File: src/rtl/fetch_pkg.sv
// Shared state encoding and reset address for the instruction fetch unit.
package fetch_pkg;
    typedef enum logic [1:0] {
        FETCH_REQ   = 2'd0,
        FETCH_WAIT  = 2'd1,
        FETCH_DRAIN = 2'd2
    } fetch_state_t;

    localparam logic [31:0] RESET_PC = 32'h0000_0000;
endpackage

File: src/rtl/fetch_fifo.sv
// Prefetch buffer: power-of-two synchronous FIFO with flush, occupancy count and combinational head read.
module fetch_fifo #(
    parameter int WIDTH = 64,
    parameter int DEPTH = 4
) (
    input  logic                     clk_i,
    input  logic                     rst_ni,
    input  logic                     flush_i,
    input  logic                     push_i,
    input  logic [WIDTH-1:0]         push_data_i,
    input  logic                     pop_i,
    output logic [WIDTH-1:0]         head_data_o,
    output logic [$clog2(DEPTH):0]   count_o
);
    localparam int AW = $clog2(DEPTH);
    localparam logic [AW:0] DEPTH_C = (AW+1)'(DEPTH);

    logic [WIDTH-1:0] mem_q [DEPTH];
    logic [AW-1:0]    head_q;
    logic [AW-1:0]    tail_q;
    logic [AW:0]      count_q;
    logic             push_ok_s;
    logic             pop_ok_s;

    // Qualify push and pop against the current occupancy.
    always_comb begin
        pop_ok_s  = pop_i && (count_q != '0);
        push_ok_s = push_i && ((count_q < DEPTH_C) || pop_ok_s);
    end

    // Pointer and count update; flush has the same effect as reset.
    always_ff @(posedge clk_i) begin
        if (!rst_ni || flush_i) begin
            head_q  <= '0;
            tail_q  <= '0;
            count_q <= '0;
        end else begin
            if (push_ok_s) begin
                tail_q <= tail_q + 1'b1;
            end
            if (pop_ok_s) begin
                head_q <= head_q + 1'b1;
            end
            case ({push_ok_s, pop_ok_s})
                2'b10:   count_q <= count_q + 1'b1;
                2'b01:   count_q <= count_q - 1'b1;
                default: count_q <= count_q;
            endcase
        end
    end

    // Storage write port.
    always_ff @(posedge clk_i) begin
        if (push_ok_s && rst_ni && !flush_i) begin
            mem_q[tail_q] <= push_data_i;
        end
    end

    assign head_data_o = mem_q[head_q];
    assign count_o     = count_q;
endmodule

File: src/rtl/fetch_unit.sv
// Instruction fetch unit: one outstanding memory request feeding a prefetch FIFO, with branch redirect flush.
module fetch_unit
    import fetch_pkg::*;
#(
    parameter int                    DATA_WIDTH = 32,
    parameter int                    FIFO_DEPTH = 4,
    parameter logic [DATA_WIDTH-1:0] RESET_PC   = fetch_pkg::RESET_PC
) (
    input  logic                  clk_i,
    input  logic                  rst_ni,
    output logic                  imem_req_o,
    output logic [DATA_WIDTH-1:0] imem_addr_o,
    input  logic                  imem_gnt_i,
    input  logic                  imem_rvalid_i,
    input  logic [DATA_WIDTH-1:0] imem_rdata_i,
    input  logic                  redirect_i,
    input  logic [DATA_WIDTH-1:0] redirect_pc_i,
    output logic                  instr_valid_o,
    input  logic                  instr_ready_i,
    output logic [DATA_WIDTH-1:0] instr_o,
    output logic [DATA_WIDTH-1:0] instr_pc_o,
    output logic [DATA_WIDTH-1:0] pc_plus4_o
);
    localparam int CW = $clog2(FIFO_DEPTH) + 1;
    localparam logic [CW-1:0]         DEPTH_C = CW'(FIFO_DEPTH);
    localparam logic [DATA_WIDTH-1:0] STEP_C  = DATA_WIDTH'(4);
    localparam logic [DATA_WIDTH-1:0] BOOT_C  = {RESET_PC[DATA_WIDTH-1:2], 2'b00};

    fetch_state_t              state_q;
    logic [DATA_WIDTH-1:0]     pc_q;
    logic [DATA_WIDTH-1:0]     req_pc_q;
    logic [DATA_WIDTH-1:0]     target_s;
    logic [CW-1:0]             count_s;
    logic [2*DATA_WIDTH-1:0]   head_s;
    logic                      req_s;
    logic                      push_s;
    logic                      unused_lsb_s;

    assign unused_lsb_s = ^redirect_pc_i[1:0];

    // Request gating and FIFO push qualification.
    always_comb begin
        target_s = {redirect_pc_i[DATA_WIDTH-1:2], 2'b00};
        req_s    = (state_q == FETCH_REQ) && (count_s < DEPTH_C) && rst_ni;
        push_s   = (state_q == FETCH_WAIT) && imem_rvalid_i && !redirect_i;
    end

    // Fetch FSM; DRAIN swallows the response of a request made stale by a redirect.
    always_ff @(posedge clk_i) begin
        if (!rst_ni) begin
            state_q  <= FETCH_REQ;
            pc_q     <= BOOT_C;
            req_pc_q <= BOOT_C;
        end else begin
            case (state_q)
                FETCH_REQ: begin
                    if (req_s && imem_gnt_i) begin
                        if (redirect_i) begin
                            pc_q    <= target_s;
                            state_q <= FETCH_DRAIN;
                        end else begin
                            req_pc_q <= pc_q;
                            pc_q     <= pc_q + STEP_C;
                            state_q  <= FETCH_WAIT;
                        end
                    end else if (redirect_i) begin
                        pc_q <= target_s;
                    end
                end
                FETCH_WAIT: begin
                    if (redirect_i) begin
                        pc_q    <= target_s;
                        state_q <= imem_rvalid_i ? FETCH_REQ : FETCH_DRAIN;
                    end else if (imem_rvalid_i) begin
                        state_q <= FETCH_REQ;
                    end
                end
                FETCH_DRAIN: begin
                    if (redirect_i) begin
                        pc_q <= target_s;
                    end
                    if (imem_rvalid_i) begin
                        state_q <= FETCH_REQ;
                    end
                end
                default: state_q <= FETCH_REQ;
            endcase
        end
    end

    fetch_fifo #(
        .WIDTH(2 * DATA_WIDTH),
        .DEPTH(FIFO_DEPTH)
    ) u_fifo (
        .clk_i      (clk_i),
        .rst_ni     (rst_ni),
        .flush_i    (redirect_i),
        .push_i     (push_s),
        .push_data_i({req_pc_q, imem_rdata_i}),
        .pop_i      (instr_ready_i),
        .head_data_o(head_s),
        .count_o    (count_s)
    );

    assign imem_req_o    = req_s;
    assign imem_addr_o   = pc_q;
    assign instr_valid_o = (count_s != '0);
    assign instr_o       = head_s[DATA_WIDTH-1:0];
    assign instr_pc_o    = head_s[2*DATA_WIDTH-1:DATA_WIDTH];
    assign pc_plus4_o    = instr_pc_o + STEP_C;
endmodule

File: config.mk
export PLATFORM = sky130hd
export DESIGN_NAME = fetch_unit
export DESIGN_NICKNAME = d
export VERILOG_FILES = /design/src/rtl/fetch_pkg.sv /design/src/rtl/fetch_fifo.sv /design/src/rtl/fetch_unit.sv
export SDC_FILE = /design/constraint.sdc
export NUM_CORES = 1
export LEC_CHECK = 0
export ABC_AREA = 1
export BUFFER_PORTS_ARGS = -buffer_cell sky130_fd_sc_hd__buf_2
export CELL_PAD_IN_SITES_DETAIL_PLACEMENT = 1
export CELL_PAD_IN_SITES_GLOBAL_PLACEMENT = 1
export CORE_UTILIZATION = 48
export CTS_CLUSTER_SIZE = 20
export DETAILED_ROUTE_END_ITERATION = 8
export GPL_TIMING_DRIVEN = 0
export PLACE_DENSITY_LB_ADDON = 0.3
export SYNTH_ARGS = -nofsm -noshare
export SYNTH_HDL_FRONTEND = slang
export SYNTH_SLANG_ARGS = --single-unit
File: constraint.sdc
create_clock -name clk_i -period 9.7 [get_ports clk_i]
set_input_delay 1.455 -clock clk_i [delete_from_list [all_inputs] [get_ports clk_i]]
set_output_delay 1.455 -clock clk_i [all_outputs]
set_load 0.005 [all_outputs]
==> out/qor.yml <==
floorplanning:
  ios: 200
  fp.dieArea_mm2: 0.0309
  fp.coreArea_mm2: 0.0297
  die_w_um: 176
  initial_core_util_pct: 48.9
  die_h_um: 176
  rows: 63
power:
  pwr-share-seq_pct: 50.6
  p_leak_nw: 6.88
  switchingPower_uw: 682
  ir_worst_vdd_mv: 0.102
  p_comb_share_pct: 4.3
  p_per_area_mw_per_mm2: 179
  p_sw_share_pct: 21.9
  clock_power_share_pct: 45.1
  intPower_mw: 2.44
cts:
  cts_buffers: 36
  cts_resized: 0
  clk_pin_slew_ns: 0.06
  h-tree-depth: 2
  cts_tree: "yes"
  cts_buffer_depth: 3
  clk_latency_ns: 0.52
  cts.sinks: 331
  post-cts-setup-buffers: 0
  cts_hold_buf: 0
  cts_root_buf: "clkbuf_16"
placed_design:
  portBuffers: 196
  place_inst: 2034
  place_area_mm2: 0.0162
  dp_worst_setup_slack_ns: 5.41
  gp_congestion: 0.894
  hpwl_mm: 31.3
sta:
  finalSetupTns_ns: 0
  hold_viol: 0
  worstMarginPinSlew_ns: 1.05
  slew_violations: 0
  timing.hold.ws_ns: 0.455
  finClkSkew_ns: 0.0240
  finalSetupViolCount: 0
  max-slew-margin-rel_pct: 30.0
  rsz0062_at_grt: "no"
  layout_setup_ws_ns: 5.34
  period_share_pct: 45.0
  fmax_ghz: 0.229
  period_needed_ns: 4.36
setup_path:
  max_stage_delay_ns: 0.45
  cp.arrival_ns: 2.91
  required_ns: 8.25
  critPathMostFrequentCell: "buf_6"
  critPathSlowestCell: "clkbuf_1"
  criticalPathCategory: "reg -> out"
  critPathCaptureType: "primary output"
  cp_cell_sequence: "buf_6 > inv_6 > buf_6 > buf_6 > clkbuf_1 > buf_2 > nor2_1 > o22ai_1 > buf_4 > buf_2"
  path_max_fanout: 10
  critPathLaunchType: "flip-flop"
drt:
  wire_per_inst_um: 21.7
  vias: 11777
  dr.first_iter.drc_count: 841
  drt_wl_total_mm: 45.6
  drc: 0
  drtAntennaViolNets: 0
  vias_per_cell: 5.61
  firstDrtPassIters: 5
run_status:
  status: "completed"
cells_and_area:
  synthToLayoutAreaGrowth_pct: 20.1
  instances_no_fill: 2101
  final_area_mm2: 0.0174
  nets: 1764
  layout-drive-gt1-share_pct: 20.0
global_route:
  grt_pass1_wl_mm: 69.5
  first_global_vias: 12529
  grt_max_degree: 30
  grtUsageTotal_pct: 29.8
  grt_antenna_before_repair: 2
  grt-ovfl-total: 0
synthesis:
  syn-num-nets: 1522
  yosysWarnings: 0
  synth_seq_cells: 331
  ys_seq_area_share_pct: 63.3
  syn_area_per_cell_um2: 10.1
  synthArstFlopShare_pct: 0
  ys_types: 41
  ys.flop_type: "edfxtp_1"
  syn_inst: 1440
  syn-cell-area_mm2: 0.0145
  synth_edf_count: 256
hold_path:
  min_path_type: "reg -> reg"
flow_run:
  maxCapViolCount: 0
Yosys cell counts, types with 11 or more instances:
master	count	area (µm²)
nand2_1	267	1000
edfxtp_1	256	7690
nor2_1	169	634
o21ai_0	144	721
inv_1	116	435
nand3_1	85	425
a21oi_1	77	385
dfxtp_1	75	1500
clkbuf_1	41	154
o22ai_1	36	225
xor2_1	23	201
nor2_2	17	106
nand2_2	14	87.6
buf_2	11	55.1
ha_1	11	138
final cells by class:
class / count / area, µm²
diodes: 2 / 5.00
flip-flops and latches: 331 / 9190
multi-input cells: 918 / 4530
well taps: 390 / 488
inverters: 121 / 459
repair buffers: 204 / 1170
clock inverters: 18 / 213
plain buffers: 70 / 374
clock buffers: 47 / 1000
fillers: 3330 / 12300
metal layers:
layer	share of wire, %	up-vias	global-route usage, %
met2	50	448	52.7
met1	41	5808	36.4
met3	6.1	95	4.37
met5	0	-	0
met4	3.0	0	11.7
li1	-	5426	-
flip-flops by register name, indices dropped and copies added, names as in the netlist, named ones only:
name and count:
imem_addr_o 32, u_fifo.tail_q 2, req_pc_q 32, u_fifo.head_q 2, u_fifo.mem_q 256, u_fifo.count_o 3
state_q 2
worst max-delay path: cells and delay by family, from the launching register on:
kind / cells / cell delay [ns]
simple gates: 1 / 0.09
buf+inv: 8 / 1.65
compound gates: 1 / 0.33
flops: 1 / 0.31
metrics by stage:
step	util (%)	power, mW
2_1_floorplan	-	1.66
5_1_grt	58.7	3.20
3_5_place_dp	54.5	1.74
6_report	58.7	3.12
4_1_cts	58.6	3.13
3_3_place_gp	53.8	1.73
worst paths after layout:
kind	start	end	slack, ns	cells past startpoint
max	flip-flop	pc_plus4_o[0]	5.34	10
min	u_fifo.count_o[0]	u_fifo.count_o[0]	0.46	1
max reg2reg	state_q[1]	u_fifo.mem_q[1][57]	6.96	7
min reg2reg	u_fifo.count_o[0]	u_fifo.count_o[0]	0.46	1
kinds of logic after synthesis:
logic type,after synthesis,share of synthesized area (%)
XOR/XNOR,25,1.56
buffers and inverters,191,5.74
AO/OA/AOI/OAI,288,10.6
adder cells (fa/ha/maj),12,1.09
AND/OR/NAND/NOR,593,17.7
flip-flops,331,63.3
power groups by stage:
stage / combinational [mW] / clock [mW] / sequential [mW]
3_3_place_gp: 0.122 / 0 / 1.60
5_1_grt: 0.147 / 1.47 / 1.58
3_5_place_dp: 0.129 / 0 / 1.61
2_1_floorplan: 0.0674 / 0 / 1.60
4_1_cts: 0.132 / 1.42 / 1.58
6_report: 0.133 / 1.41 / 1.58
cells in the final DEF (no fill, tap or decap), types with 7 or more instances in the layout:
master | netlist | layout
nand3b_1 | 9 | 9
clkinv_2 | 0 | 8
a21oi_1 | 77 | 77
o21ai_0 | 144 | 144
nand4_1 | 10 | 10
nor2_1 | 169 | 165
buf_4 | 8 | 8
ha_1 | 11 | 11
clkbuf_16 | 0 | 38
buf_2 | 11 | 207
o21ai_1 | 8 | 8
inv_1 | 116 | 116
o22ai_1 | 36 | 36
nor2_4 | 3 | 7
buf_6 | 9 | 9
xor2_1 | 23 | 23
a31oi_1 | 8 | 8
nor2_2 | 17 | 17
nand2_1 | 267 | 267
nand2_2 | 14 | 14
nand3_1 | 85 | 85
clkbuf_1 | 41 | 48
nor3_1 | 10 | 10
dfxtp_1 | 75 | 75
o211ai_1 | 8 | 8
edfxtp_1 | 256 | 256
(Power assumes the default switching activity.)
